**config.mk**
```make
export PLATFORM = sky130hd
export DESIGN_NAME = writeback_buffer_flat
export DESIGN_NICKNAME = d
export VERILOG_FILES = /design/src/rtl/writeback_buffer_if.sv /design/src/rtl/writeback_buffer.sv /design/src/flat_wrapper.sv
export SDC_FILE = /design/constraint.sdc
export NUM_CORES = 1
export LEC_CHECK = 0
export ABC_AREA = 1
export CAP_MARGIN = 20
export CELL_PAD_IN_SITES_DETAIL_PLACEMENT = 2
export CELL_PAD_IN_SITES_GLOBAL_PLACEMENT = 2
export CORE_UTILIZATION = 34
export DETAILED_ROUTE_END_ITERATION = 16
export GPL_TIMING_DRIVEN = 0
export PLACE_DENSITY = 0.95
export SLEW_MARGIN = 25
export SYNTH_ARGS = -nofsm -noshare
export SYNTH_HDL_FRONTEND = slang
export SYNTH_SLANG_ARGS = --single-unit
```
**constraint.sdc**
```tcl
create_clock -name clk -period 11.15 [get_ports clk]
set_input_delay 2.23 -clock clk [delete_from_list [all_inputs] [get_ports clk]]
set_output_delay 2.23 -clock clk [all_outputs]
set_load 0.02 [all_outputs]
```
**src/rtl/writeback_buffer_if.sv**
```systemverilog
// writeback_buffer_if
// Bundles the three traffic groups that cross the writeback buffer boundary:
//   wb_*     : cache -> buffer dirty-line push (valid/ready)
//   lookup_* : cache miss address probe, answered combinationally
//   mem_*    : buffer -> memory write request (req/ack)
// Modports:
//   master : the cache/memory side (drives pushes, lookups and acks)
//   slave  : the writeback buffer itself
interface writeback_buffer_if #(
    parameter int ADDR_WIDTH = 32
);
    logic                  wb_valid;
    logic [ADDR_WIDTH-1:0] wb_addr;
    logic                  wb_ready;

    logic                  lookup_valid;
    logic [ADDR_WIDTH-1:0] lookup_addr;
    logic                  lookup_hit;

    logic                  mem_req;
    logic [ADDR_WIDTH-1:0] mem_addr;
    logic                  mem_ack;

    modport master (
        output wb_valid, wb_addr, lookup_valid, lookup_addr, mem_ack,
        input  wb_ready, lookup_hit, mem_req, mem_addr
    );

    modport slave (
        input  wb_valid, wb_addr, lookup_valid, lookup_addr, mem_ack,
        output wb_ready, lookup_hit, mem_req, mem_addr
    );
endinterface

```
**src/rtl/writeback_buffer.sv**
```systemverilog
// writeback_buffer
// Dirty-line writeback buffer sitting behind the cache. The cache pushes the
// line address of each dirty eviction and moves on; entries drain in FIFO
// order to memory one request at a time. Pushes of a line already waiting
// (and not yet in flight) are merged instead of allocating a new entry, and
// the cache can probe a miss address for a read-after-writeback hazard.
// Ports:
//   clk, rst       : clock (rising edge), asynchronous active-high reset
//   bus (slave)    : wb_valid/wb_addr/wb_ready push, lookup_valid/
//                    lookup_addr/lookup_hit probe, mem_req/mem_addr/mem_ack
//   count          : number of valid entries
//   full, empty    : count == DEPTH, count == 0
//   drained_count  : saturating total of entries written to memory
//   merged_count   : saturating total of pushes absorbed by merging
module writeback_buffer #(
    parameter int DEPTH      = 4,
    parameter int LINE_SIZE  = 64,
    parameter int ADDR_WIDTH = 32
) (
    input  logic                   clk,
    input  logic                   rst,
    writeback_buffer_if.slave      bus,
    output logic [$clog2(DEPTH):0] count,
    output logic                   full,
    output logic                   empty,
    output logic [31:0]            drained_count,
    output logic [31:0]            merged_count
);
    localparam int OFFSET_W = $clog2(LINE_SIZE);
    localparam int LINE_W   = ADDR_WIDTH - OFFSET_W;
    localparam int PTR_W    = $clog2(DEPTH);
    localparam int CNT_W    = PTR_W + 1;

    typedef enum logic {
        IDLE  = 1'b0,
        ISSUE = 1'b1
    } state_t;

    logic [LINE_W-1:0]     line_q [DEPTH];
    logic [LINE_W-1:0]     line_d [DEPTH];
    logic [DEPTH-1:0]      valid_q, valid_d;
    logic [PTR_W-1:0]      wr_ptr_q, wr_ptr_d;
    logic [PTR_W-1:0]      rd_ptr_q, rd_ptr_d;
    logic [CNT_W-1:0]      count_q, count_d;
    logic                  full_q, full_d;
    logic                  empty_q, empty_d;
    logic [31:0]           drained_q, drained_d;
    logic [31:0]           merged_q, merged_d;

    state_t                state_q, state_d;
    logic                  mem_req_q, mem_req_d;
    logic [ADDR_WIDTH-1:0] mem_addr_q, mem_addr_d;

    logic [LINE_W-1:0]     wb_line;
    logic [LINE_W-1:0]     lookup_line;
    logic                  in_flight;
    logic                  merge_hit;
    logic                  lookup_match;
    logic                  push_acc;
    logic                  do_merge;
    logic                  do_alloc;
    logic                  do_pop;
    logic                  unused_offset_bits;

    assign wb_line     = bus.wb_addr[ADDR_WIDTH-1:OFFSET_W];
    assign lookup_line = bus.lookup_addr[ADDR_WIDTH-1:OFFSET_W];

    // Offset bits select a byte inside the line and never matter here.
    assign unused_offset_bits = ^{bus.wb_addr[OFFSET_W-1:0],
                                  bus.lookup_addr[OFFSET_W-1:0]};

    // The head entry is in flight for as long as the request is outstanding.
    assign in_flight = (state_q == ISSUE);

    // Associative compare against every entry. Merging skips the in-flight
    // head (memory may already hold the old data), but the hazard lookup must
    // still see it until it is acknowledged.
    always_comb begin
        merge_hit    = 1'b0;
        lookup_match = 1'b0;
        for (int i = 0; i < DEPTH; i++) begin
            if (valid_q[i] && (line_q[i] == wb_line) &&
                !(in_flight && (PTR_W'(i) == rd_ptr_q))) begin
                merge_hit = 1'b1;
            end
            if (valid_q[i] && (line_q[i] == lookup_line)) begin
                lookup_match = 1'b1;
            end
        end
    end

    // Space is judged on the registered full flag, so a pop in the same
    // cycle cannot make room for a push.
    assign push_acc = bus.wb_valid && !full_q;
    assign do_merge = push_acc && merge_hit;
    assign do_alloc = push_acc && !merge_hit;
    assign do_pop   = in_flight && bus.mem_ack;

    // FIFO bookkeeping: pop clears the head, allocation fills the tail.
    // Pointers wrap naturally because DEPTH is a power of two.
    always_comb begin
        line_d   = line_q;
        valid_d  = valid_q;
        wr_ptr_d = wr_ptr_q;
        rd_ptr_d = rd_ptr_q;
        if (do_pop) begin
            valid_d[rd_ptr_q] = 1'b0;
            rd_ptr_d          = rd_ptr_q + 1'b1;
        end
        if (do_alloc) begin
            valid_d[wr_ptr_q] = 1'b1;
            line_d[wr_ptr_q]  = wb_line;
            wr_ptr_d          = wr_ptr_q + 1'b1;
        end
        count_d   = count_q + CNT_W'(do_alloc) - CNT_W'(do_pop);
        full_d    = (count_d == CNT_W'(DEPTH));
        empty_d   = (count_d == '0);
        drained_d = (do_pop && (drained_q != 32'hFFFF_FFFF)) ?
                    drained_q + 32'd1 : drained_q;
        merged_d  = (do_merge && (merged_q != 32'hFFFF_FFFF)) ?
                    merged_q + 32'd1 : merged_q;
    end

    // Storage, pointers, occupancy flags and statistics.
    always_ff @(posedge clk or posedge rst) begin
        if (rst) begin
            for (int i = 0; i < DEPTH; i++) begin
                line_q[i] <= '0;
            end
            valid_q   <= '0;
            wr_ptr_q  <= '0;
            rd_ptr_q  <= '0;
            count_q   <= '0;
            full_q    <= 1'b0;
            empty_q   <= 1'b1;
            drained_q <= '0;
            merged_q  <= '0;
        end else begin
            line_q    <= line_d;
            valid_q   <= valid_d;
            wr_ptr_q  <= wr_ptr_d;
            rd_ptr_q  <= rd_ptr_d;
            count_q   <= count_d;
            full_q    <= full_d;
            empty_q   <= empty_d;
            drained_q <= drained_d;
            merged_q  <= merged_d;
        end
    end

    // Drain FSM state register, together with its registered outputs.
    // Reset drops any outstanding request immediately.
    always_ff @(posedge clk or posedge rst) begin
        if (rst) begin
            state_q    <= IDLE;
            mem_req_q  <= 1'b0;
            mem_addr_q <= '0;
        end else begin
            state_q    <= state_d;
            mem_req_q  <= mem_req_d;
            mem_addr_q <= mem_addr_d;
        end
    end

    // Drain FSM next state. Returning to IDLE after every ack forces one
    // request-low cycle between transactions.
    always_comb begin
        state_d = state_q;
        case (state_q)
            IDLE:    if (!empty_q)   state_d = ISSUE;
            ISSUE:   if (bus.mem_ack) state_d = IDLE;
            default: state_d = IDLE;
        endcase
    end

    // Drain FSM outputs. The address is captured once on leaving IDLE and
    // then held for the whole request.
    always_comb begin
        mem_req_d  = (state_d == ISSUE);
        mem_addr_d = mem_addr_q;
        if ((state_q == IDLE) && !empty_q) begin
            mem_addr_d = {line_q[rd_ptr_q], {OFFSET_W{1'b0}}};
        end
    end

    assign bus.wb_ready   = !full_q;
    assign bus.lookup_hit = bus.lookup_valid && lookup_match;
    assign bus.mem_req    = mem_req_q;
    assign bus.mem_addr   = mem_addr_q;

    assign count          = count_q;
    assign full           = full_q;
    assign empty          = empty_q;
    assign drained_count  = drained_q;
    assign merged_count   = merged_q;
endmodule

```
**src/flat_wrapper.sv**
```systemverilog
// flat-port wrapper written by rule: the top's interface ports become plain ports
module writeback_buffer_flat 
#(
    parameter int DEPTH      = 4,
    parameter int LINE_SIZE  = 64,
    parameter int ADDR_WIDTH = 32
)
  (clk, rst, count, full, empty, drained_count, merged_count, bus_wb_valid, bus_wb_addr, bus_lookup_valid, bus_lookup_addr, bus_mem_ack, bus_wb_ready, bus_lookup_hit, bus_mem_req, bus_mem_addr);
  writeback_buffer_if #(.ADDR_WIDTH(ADDR_WIDTH)) bus_i ();
  input  logic clk;
  input  logic rst;
  output logic [$clog2(DEPTH):0] count;
  output logic full;
  output logic empty;
  output logic [31:0] drained_count;
  output logic [31:0] merged_count;
  input wire logic [$bits(bus_i.wb_valid)-1:0] bus_wb_valid;
  input wire logic [$bits(bus_i.wb_addr)-1:0] bus_wb_addr;
  input wire logic [$bits(bus_i.lookup_valid)-1:0] bus_lookup_valid;
  input wire logic [$bits(bus_i.lookup_addr)-1:0] bus_lookup_addr;
  input wire logic [$bits(bus_i.mem_ack)-1:0] bus_mem_ack;
  output wire logic [$bits(bus_i.wb_ready)-1:0] bus_wb_ready;
  output wire logic [$bits(bus_i.lookup_hit)-1:0] bus_lookup_hit;
  output wire logic [$bits(bus_i.mem_req)-1:0] bus_mem_req;
  output wire logic [$bits(bus_i.mem_addr)-1:0] bus_mem_addr;
  assign bus_i.wb_valid = bus_wb_valid;
  assign bus_i.wb_addr = bus_wb_addr;
  assign bus_i.lookup_valid = bus_lookup_valid;
  assign bus_i.lookup_addr = bus_lookup_addr;
  assign bus_i.mem_ack = bus_mem_ack;
  assign bus_wb_ready = bus_i.wb_ready;
  assign bus_lookup_hit = bus_i.lookup_hit;
  assign bus_mem_req = bus_i.mem_req;
  assign bus_mem_addr = bus_i.mem_addr;
  writeback_buffer #(.DEPTH(DEPTH), .LINE_SIZE(LINE_SIZE), .ADDR_WIDTH(ADDR_WIDTH)) u_core (.clk(clk), .rst(rst), .bus(bus_i), .count(count), .full(full), .empty(empty), .drained_count(drained_count), .merged_count(merged_count));
endmodule
```
-- Word level (Yosys, flattened, before mapping)
Cells that the tools add are included.
- register bits after elaboration: 208
- bits of input ports: 69
- output and inout port bits: 104
- logic and storage cells: 106
- add/subtract/negate cells: 6
- magnitude comparators: 7
- equal/unequal tests: 14
- multiplexer cells: 23
- bitwise operators: 6
- reduce and logical (&&, ||, !) cells: 36
- operator list (cell ; number):
    26-bit equality test ; 8
    104-bit bitwise mux ; 1
    26-bit two-way mux ; 3
    32-bit by 1-bit adder with 32-bit output (second input constant) ; 2
    32-bit != test (second input constant) ; 2
    26-bit binary-select mux with 2-bit select ; 1
    26-bit demux with 2-bit select ; 1
    1-bit logical AND ; 27
    1-bit two-way mux ; 12
    4-bit two-way mux ; 2
    1-bit logical NOT ; 7
    3-bit >= comparator (second input constant) ; 2
    2-bit by 3-bit less-than comparator with 1-bit output (second input constant) ; 2
    2-bit NOT with 3-bit output ; 2
    2-bit by 1-bit adder with 2-bit output (second input constant) ; 2
    4-bit AND ; 1
    1-bit demux with 2-bit select ; 2
    2-bit equality test (first input constant) ; 2
    2-bit by 1-bit >= comparator with 1-bit output (second input constant) ; 2
    4-bit NOT ; 1
    4-bit bitwise OR ; 1
    3-bit by 1-bit adder with 3-bit output ; 1
    3-bit equality test (second input constant) ; 1
    3-bit logical NOT ; 1
    6 further kinds ; 6

-- Longest topological paths before layout
Gate-level depths: netlist (run 1).
- depth in word-level cells: 13
- depth in mapped cells: 21
- gate-level depth less buffers: 18

-- Least setup slack after synthesis (run 1)
Ideal clock, no wire load.
- path type: in2out
- start: input bus_lookup_addr[10]
- end: output bus_lookup_hit
- arrival: 3.333 ns
- setup slack: 5.587 ns
- stages: 10
- path buffers: 1
- cells stage by stage: clkbuf_1 -> xnor2_1 -> o221ai_1 -> nor2_1 -> nand3_1 -> nor2_1 -> nand2_1 -> nand2_1 -> nor2_1 -> nor2_1
- word-level cells in the longest chain between the ends: 7
- elaborated cells between the ends (all ways): 13
- those cells by class: 4 x eq/ne; 4 x mux; 5 x reduce/logical
- RTL lines (item ; RTL line ; text):
    start: declaration ; flat_wrapper.sv:20 ; input wire logic [$bits(bus_i.lookup_addr)-1:0] bus_lookup_addr;
    26-bit equality test ; writeback_buffer.sv:86 ; if (valid_q[i] && (line_q[i] == lookup_line)) begin
    1-bit logical AND ; writeback_buffer.sv:86 ;
    1-bit two-way mux (3 in a row) ; writeback_buffer.sv:86 ;
    1-bit two-way mux * ; writeback_buffer.sv:86 ;
    1-bit logical AND * ; writeback_buffer.sv:187 ; assign bus.lookup_hit = bus.lookup_valid && lookup_match;
    end: declaration ; flat_wrapper.sv:23 ; output wire logic [$bits(bus_i.lookup_hit)-1:0] bus_lookup_hit;
Mark *: on every way between the ends. The rest lies on a longest branch, timed or not.

-- Worst setup path in the final report (run 1)
- start: input bus_lookup_addr[7]
- end: output bus_lookup_hit
The elaborated chain is that of the path after synthesis.

==> out/metrics.yaml, run 1 <==
outcome:
  status: "finished, final reports clean"
finish:
  mostFrequentLayoutCells: "nand2_1 (795), inv_1 (220), nor2_1 (207), dfrtp_1 (207), nand4_1 (148)"
  syn_to_final_growth_pct: 20.3
  final_common_cell: "nand2_1"
  antenna_cells: 0
  final_nets: 2444
  drive_gt1_frac: 0.0697
route:
  first_pass_iters: 6
  drc: 0
  drt_wl_total_mm: 95.8
  vias_per_cell: 5.93
  drt_iter0_drc: 1414
  wl_per_cell_um: 32.4
  num_vias: 17532
  detail-route-antenna-nets: 0
clock_network:
  post_cts_buffers: 0
  cts_made_buffers: 27
  cts_root_buf: "clkbuf_16"
  worstSkewPairLatency_ps: 580
  cts_max_level: 1
  cts.clk_slew.worst_paths_ps: 60
  cts_buffer_depth: 3
  holdBufCountCts: 0
  tritoncts: "done"
  clkSinkCount: 208
  cts_resized: 0
logic_synthesis:
  synthArstFlopShare: 1.00
  synth_cell_types: 43
  avgSynthCellArea_um2: 6.68
  synth_ff_type: "dfrtp_1"
  synth_warnings: 0
  netlist_area_um2: 14700
  synth_edf_count: 0
  ys_seq_area_frac: 0.354
  synth_cells: 2198
  synth_seq_cells: 208
sta:
  period_needed_ps: 7500
  finClkSkew_ps: 17.1
  worst_pin_slew_ps: 1100
  relSlewSlack: 0.269
  min_period_over_period: 0.672
  rsz0062_at_grt: "no"
  holdWs_ps: 526
  hold_viol: 0
  max_freq_mhz: 133
  finalSetupViolations: 0
  slew_violations: 0
placed_design:
  io_buffers: 127
  gp_congestion: 1.02
  place_hpwl_mm: 73.2
floorplan:
  design.die.area_um2: 44000
  design.core.area_um2: 42300
  die_y_um: 210
  ios: 173
  rows: 75
  initial_core_util: 0.347
  die_w_um: 210
run:
  maxCapViolCount: 0
setup_path:
  r2r_slack_ps: 6290
  crit_type: "in -> out"
  cp_max_fo: 5
  cp.arrival_ps: 5270
  required_ps: 8920
  worstSetupStartpointType: "input pin"
  cp-end-kind: "output pin"
power:
  powerDensity_nw_per_um2: 258
  p_leak_nw: 8.70
  report.power.total_mw: 4.56
  worst_ir_drop_vdd_mv: 0.119
worst_hold_path:
  hold_path_class: "reg -> reg"
global_route:
  grt_max_degree: 94
  grt_pass1_vias: 19337
  grt_usage: 0.434
  antenna_found_initial: 0
  grt_overflow_total: 0
  grt_pass1_wl_mm: 137
[flip-flops by register name, indices dropped and copies added (netlist names)]
name / flops
u_core.bus.mem_addr: 26
u_core.count: 3
u_core.rd_ptr_q: 2
u_core.line_q: 104
u_core.drained_count: 32
u_core.wr_ptr_q: 2
u_core.full: 1
u_core.in_flight: 1
u_core.empty: 1
u_core.valid_q: 4
u_core.merged_count: 32
[per-layer routing]
metal	share of wire	up-vias	track usage
li1	-	7356	-
met1	0.38	8988	0.503
met2	0.48	853	0.745
met3	0.061	335	0.0603
met4	0.079	0	0.293
met5	0	-	0
[critical path, stage by stage]
cell	delay, ps
clkdlybuf4s50_1	760
inv_1	400
o221ai_1	220
nor3_1	310
nand2_1	90
nor2_1	250
nand2_1	160
nand2_1	100
nor2_1	40
nor2_1	90
clkdlybuf4s50_1	610
[per-stage QoR]
| stage | cells | worst slack, ps | util | instance area [um^2] | setup TNS (ps) |
|---|---|---|---|---|---|
| after CTS | 2958 | 3690 | 0.418 | 17700 | 0 |
| final | 2958 | 3650 | 0.418 | 17700 | 0 |
| after detailed placement | 2910 | 3700 | 0.396 | 16800 | 0 |
| after global placement | 2907 | -18.9 | 0.395 | 16700 | -661 |
| after floorplan | 2203 | 3240 | - | 14700 | 0 |
| after global routing | 2958 | 3620 | 0.418 | 17700 | 0 |
[path summary, 6_finish.rpt]
path / from / to / cells after the start
setup reg to reg: u_core.rd_ptr_q[0] / u_core.full / 21
min in group asynchronous: rst / u_core.merged_count[9] / 2
hold reg to reg: u_core.line_q[64] / u_core.line_q[64] / 2
setup / recovery: bus_lookup_addr[7] / bus_lookup_hit / 11
hold / removal: u_core.line_q[64] / u_core.line_q[64] / 2
max in group asynchronous: rst / u_core.line_q[93] / 3
[area by class of cell]
class / instances / area (um^2)
sequential: 208 / 5210
multi-input combinational: 1631 / 7870
tap: 577 / 722
inverter: 253 / 957
clock inverter: 11 / 144
fill: 5133 / 24600
clock buffer: 37 / 753
buffer: 111 / 681
timing repair buffer: 130 / 1340
[cell usage after synthesis, types with 7 or more instances]
master      n  area share
nand3_1    54       0.018
buf_6      19       0.015
buf_4      24       0.012
nor2_2      7      0.0030
a21oi_1    61       0.021
o21ai_0    69       0.024
o22ai_1    35       0.015
o21ai_1    20      0.0068
nand4_1   148       0.063
clkbuf_1   40       0.010
xor2_1     57       0.034
inv_1     221       0.056
nor3_1     34       0.012
buf_2      16      0.0055
ha_1       12       0.010
dfrtp_1   207        0.35
nand2_2    10      0.0043
inv_2      31      0.0079
nor2_1    207       0.053
buf_1      11      0.0028
a31oi_1    26       0.011
nand2_1   795        0.20
xnor2_1    53       0.032
[power breakdown]
part	internal, mW	leakage, nW	total, mW	switching [mW]
Clock	0.541	0.440	0.935	0.394
Combinational	0.648	5.69	2.17	1.52
Sequential	1.01	2.57	1.46	0.450
[cell families after synthesis]
family | Yosys count | synth area share
simple gates | 1280 | 0.374
buf+inv | 364 | 0.111
compound gates | 222 | 0.0834
flops | 208 | 0.354
xor+xnor | 110 | 0.0656
fa+ha+maj | 13 | 0.0116
other cells | 1 | 0.000255
Note: power is estimated with default switching activity, not from simulation.
==> run 2, diff against run 1 <==
- CORE_UTILIZATION: 34 -> 32
- PLACE_DENSITY: 0.95 -> 0.92
- clock period: 11.15 -> 7.3 ns (I/O delays scaled with it)
==> out/metrics.yaml, run 2 (synthesized netlist as in run 1, its figures left out) <==
outcome:
  status: "finished, final reports clean"
sta:
  finalSetupTns_ps: 0  # unchanged
  worst_pin_slew_ps: 980  # -117 ps
  period_needed_ps: 5810
  holdWs_ps: 531  # +4.89 ps
  hold_viol: 0  # unchanged
  relSlewSlack: 0.344  # +0.0756
  min_period_over_period: 0.796
  finalSetupViolations: 0  # unchanged
  max_freq_mhz: 172
  setup_slack_ps: 1490  # -2160 ps
  finClkSkew_ps: 19.0  # +1.90 ps
  rsz0062_at_grt: "no"
  slew_violations: 0  # unchanged
route:
  vias_per_cell: 5.75  # -3.0%
  drc: 0  # unchanged
  drt_iter0_drc: 1556  # +10%
  detail-route-antenna-nets: 0  # unchanged
  num_vias: 17156  # -2.1%
  wl_per_cell_um: 30.4  # -6.1%
  first_pass_iters: 5  # -1
  drt_wl_total_mm: 90.8  # -5.3%
finish:
  mostFrequentLayoutCells: "nand2_1 (795), inv_1 (220), nor2_1 (207), dfrtp_1 (207), nand4_1 (148)"
  top_register: "u_core.line_q"
  final_common_cell: "nand2_1"
  final_cells: 2983  # +0.85%
  antenna_cells: 0  # unchanged
  largest_reg_flops: 104  # unchanged
  drive_gt1_frac: 0.0718  # +0.00204
  final_nets: 2444  # unchanged
  syn_to_final_growth_pct: 21.6
  final_area_um2: 17900  # +1.0%
setup_path:
  cp_max_fo: 5  # unchanged
  required_ps: 5840  # -3080 ps
  cp.arrival_ps: 4350  # -920 ps
  cp-end-kind: "output pin"
  crit_type: "in -> out"
  worstSetupStartpointType: "input pin"
floorplan:
  die_w_um: 216  # +3.0%
  rows: 78  # +4.0%
  ios: 173  # unchanged
  design.die.area_um2: 46800  # +6.2%
  die_y_um: 216  # +3.0%
  design.core.area_um2: 45300  # +7.0%
  initial_core_util: 0.324  # -0.0227
global_route:
  antenna_found_initial: 0  # unchanged
  grt_usage: 0.385  # -0.0485
  grt_max_degree: 89  # -5.3%
  grt_overflow_total: 0  # unchanged
  grt_pass1_vias: 18745  # -3.1%
  grt_pass1_wl_mm: 131  # -4.2%
clock_network:
  holdBufCountCts: 0  # unchanged
  clkSinkCount: 208  # unchanged
  tritoncts: "done"
  post_cts_buffers: 0  # unchanged
  cts_resized: 0  # unchanged
  cts_max_level: 1  # unchanged
  worstSkewPairLatency_ps: 580  # about the same
  cts.clk_slew.worst_paths_ps: 50  # about the same
  cts_buffer_depth: 3  # unchanged
  cts_made_buffers: 28  # +3.7%
  cts_root_buf: "clkbuf_16"
power:
  powerDensity_nw_per_um2: 397  # +54%
  worst_ir_drop_vdd_mv: 0.211  # +77%
  p_leak_nw: 8.77  # +0.78%
placed_design:
  dp_cells: 2932  # +0.76%
  io_buffers: 127  # unchanged
  post-place-ws_ps: 1530  # -2170 ps
  gp_congestion: 1.07  # +5.3%
  placed_area_um2: 16800  # about the same
  place_hpwl_mm: 69.0  # -5.7%
run:
  maxCapViolCount: 0  # unchanged
worst_hold_path:
  hold_path_class: "reg -> reg"
run 2: critical path, cell delays in order:
cell             delay [ps]
clkdlybuf4s50_1         750
inv_1                   330
o221ai_1                150
nor3_1                  390
nand2_1                 100
nor2_1                  150
nand2_1                 140
nand2_1                 100
nor2_1                   70
nor2_1                  100
clkdlybuf4s50_1         610
run 2: final cells by class:
type	count	area, um^2
Timing Repair Buffer	129	1330
Buffer	111	681
Multi-Input combinational cell	1631	7870
Clock buffer	38	820
Fill cell	5402	27400
Sequential cell	208	5210
Tap cell	600	751
Inverter	253	957
Clock inverter	13	248
run 2: stage by stage:
| stage | utilization | total power [mW] |
|---|---|---|
| 6_report | 0.394 | 7.09 |
| 3_5_place_dp | 0.371 | 5.29 |
| 3_3_place_gp | 0.369 | 5.13 |
| 4_1_cts | 0.394 | 7.01 |
| 5_1_grt | 0.394 | 7.34 |
| 2_1_floorplan | - | 3.73 |
run 2: report_power, final:
group	switching, mW	internal, mW
logic	2.24	0.986
registers	0.671	1.54
clock network	0.623	1.03
run 2: metal layers:
metal	global-route usage	share of wire	vias up
met4	0.238	0.069	0
met2	0.658	0.48	778
met5	0	0	-
met1	0.464	0.39	8752
met3	0.0414	0.056	272
li1	-	-	7354
run 2: path summary, 6_finish.rpt:
check,cells after the start,slack (ps),from,to
max in group asynchronous,3,5110,rst,u_core.line_q[67]
setup / recovery,11,1490,bus_lookup_addr[7],bus_lookup_hit
min in group asynchronous,2,1350,rst,u_core.drained_count[0]
hold / removal,2,530,u_core.line_q[64],u_core.line_q[64]
setup reg to reg,21,2250,u_core.rd_ptr_q[0],u_core.full
hold reg to reg,2,530,u_core.line_q[64],u_core.line_q[64]
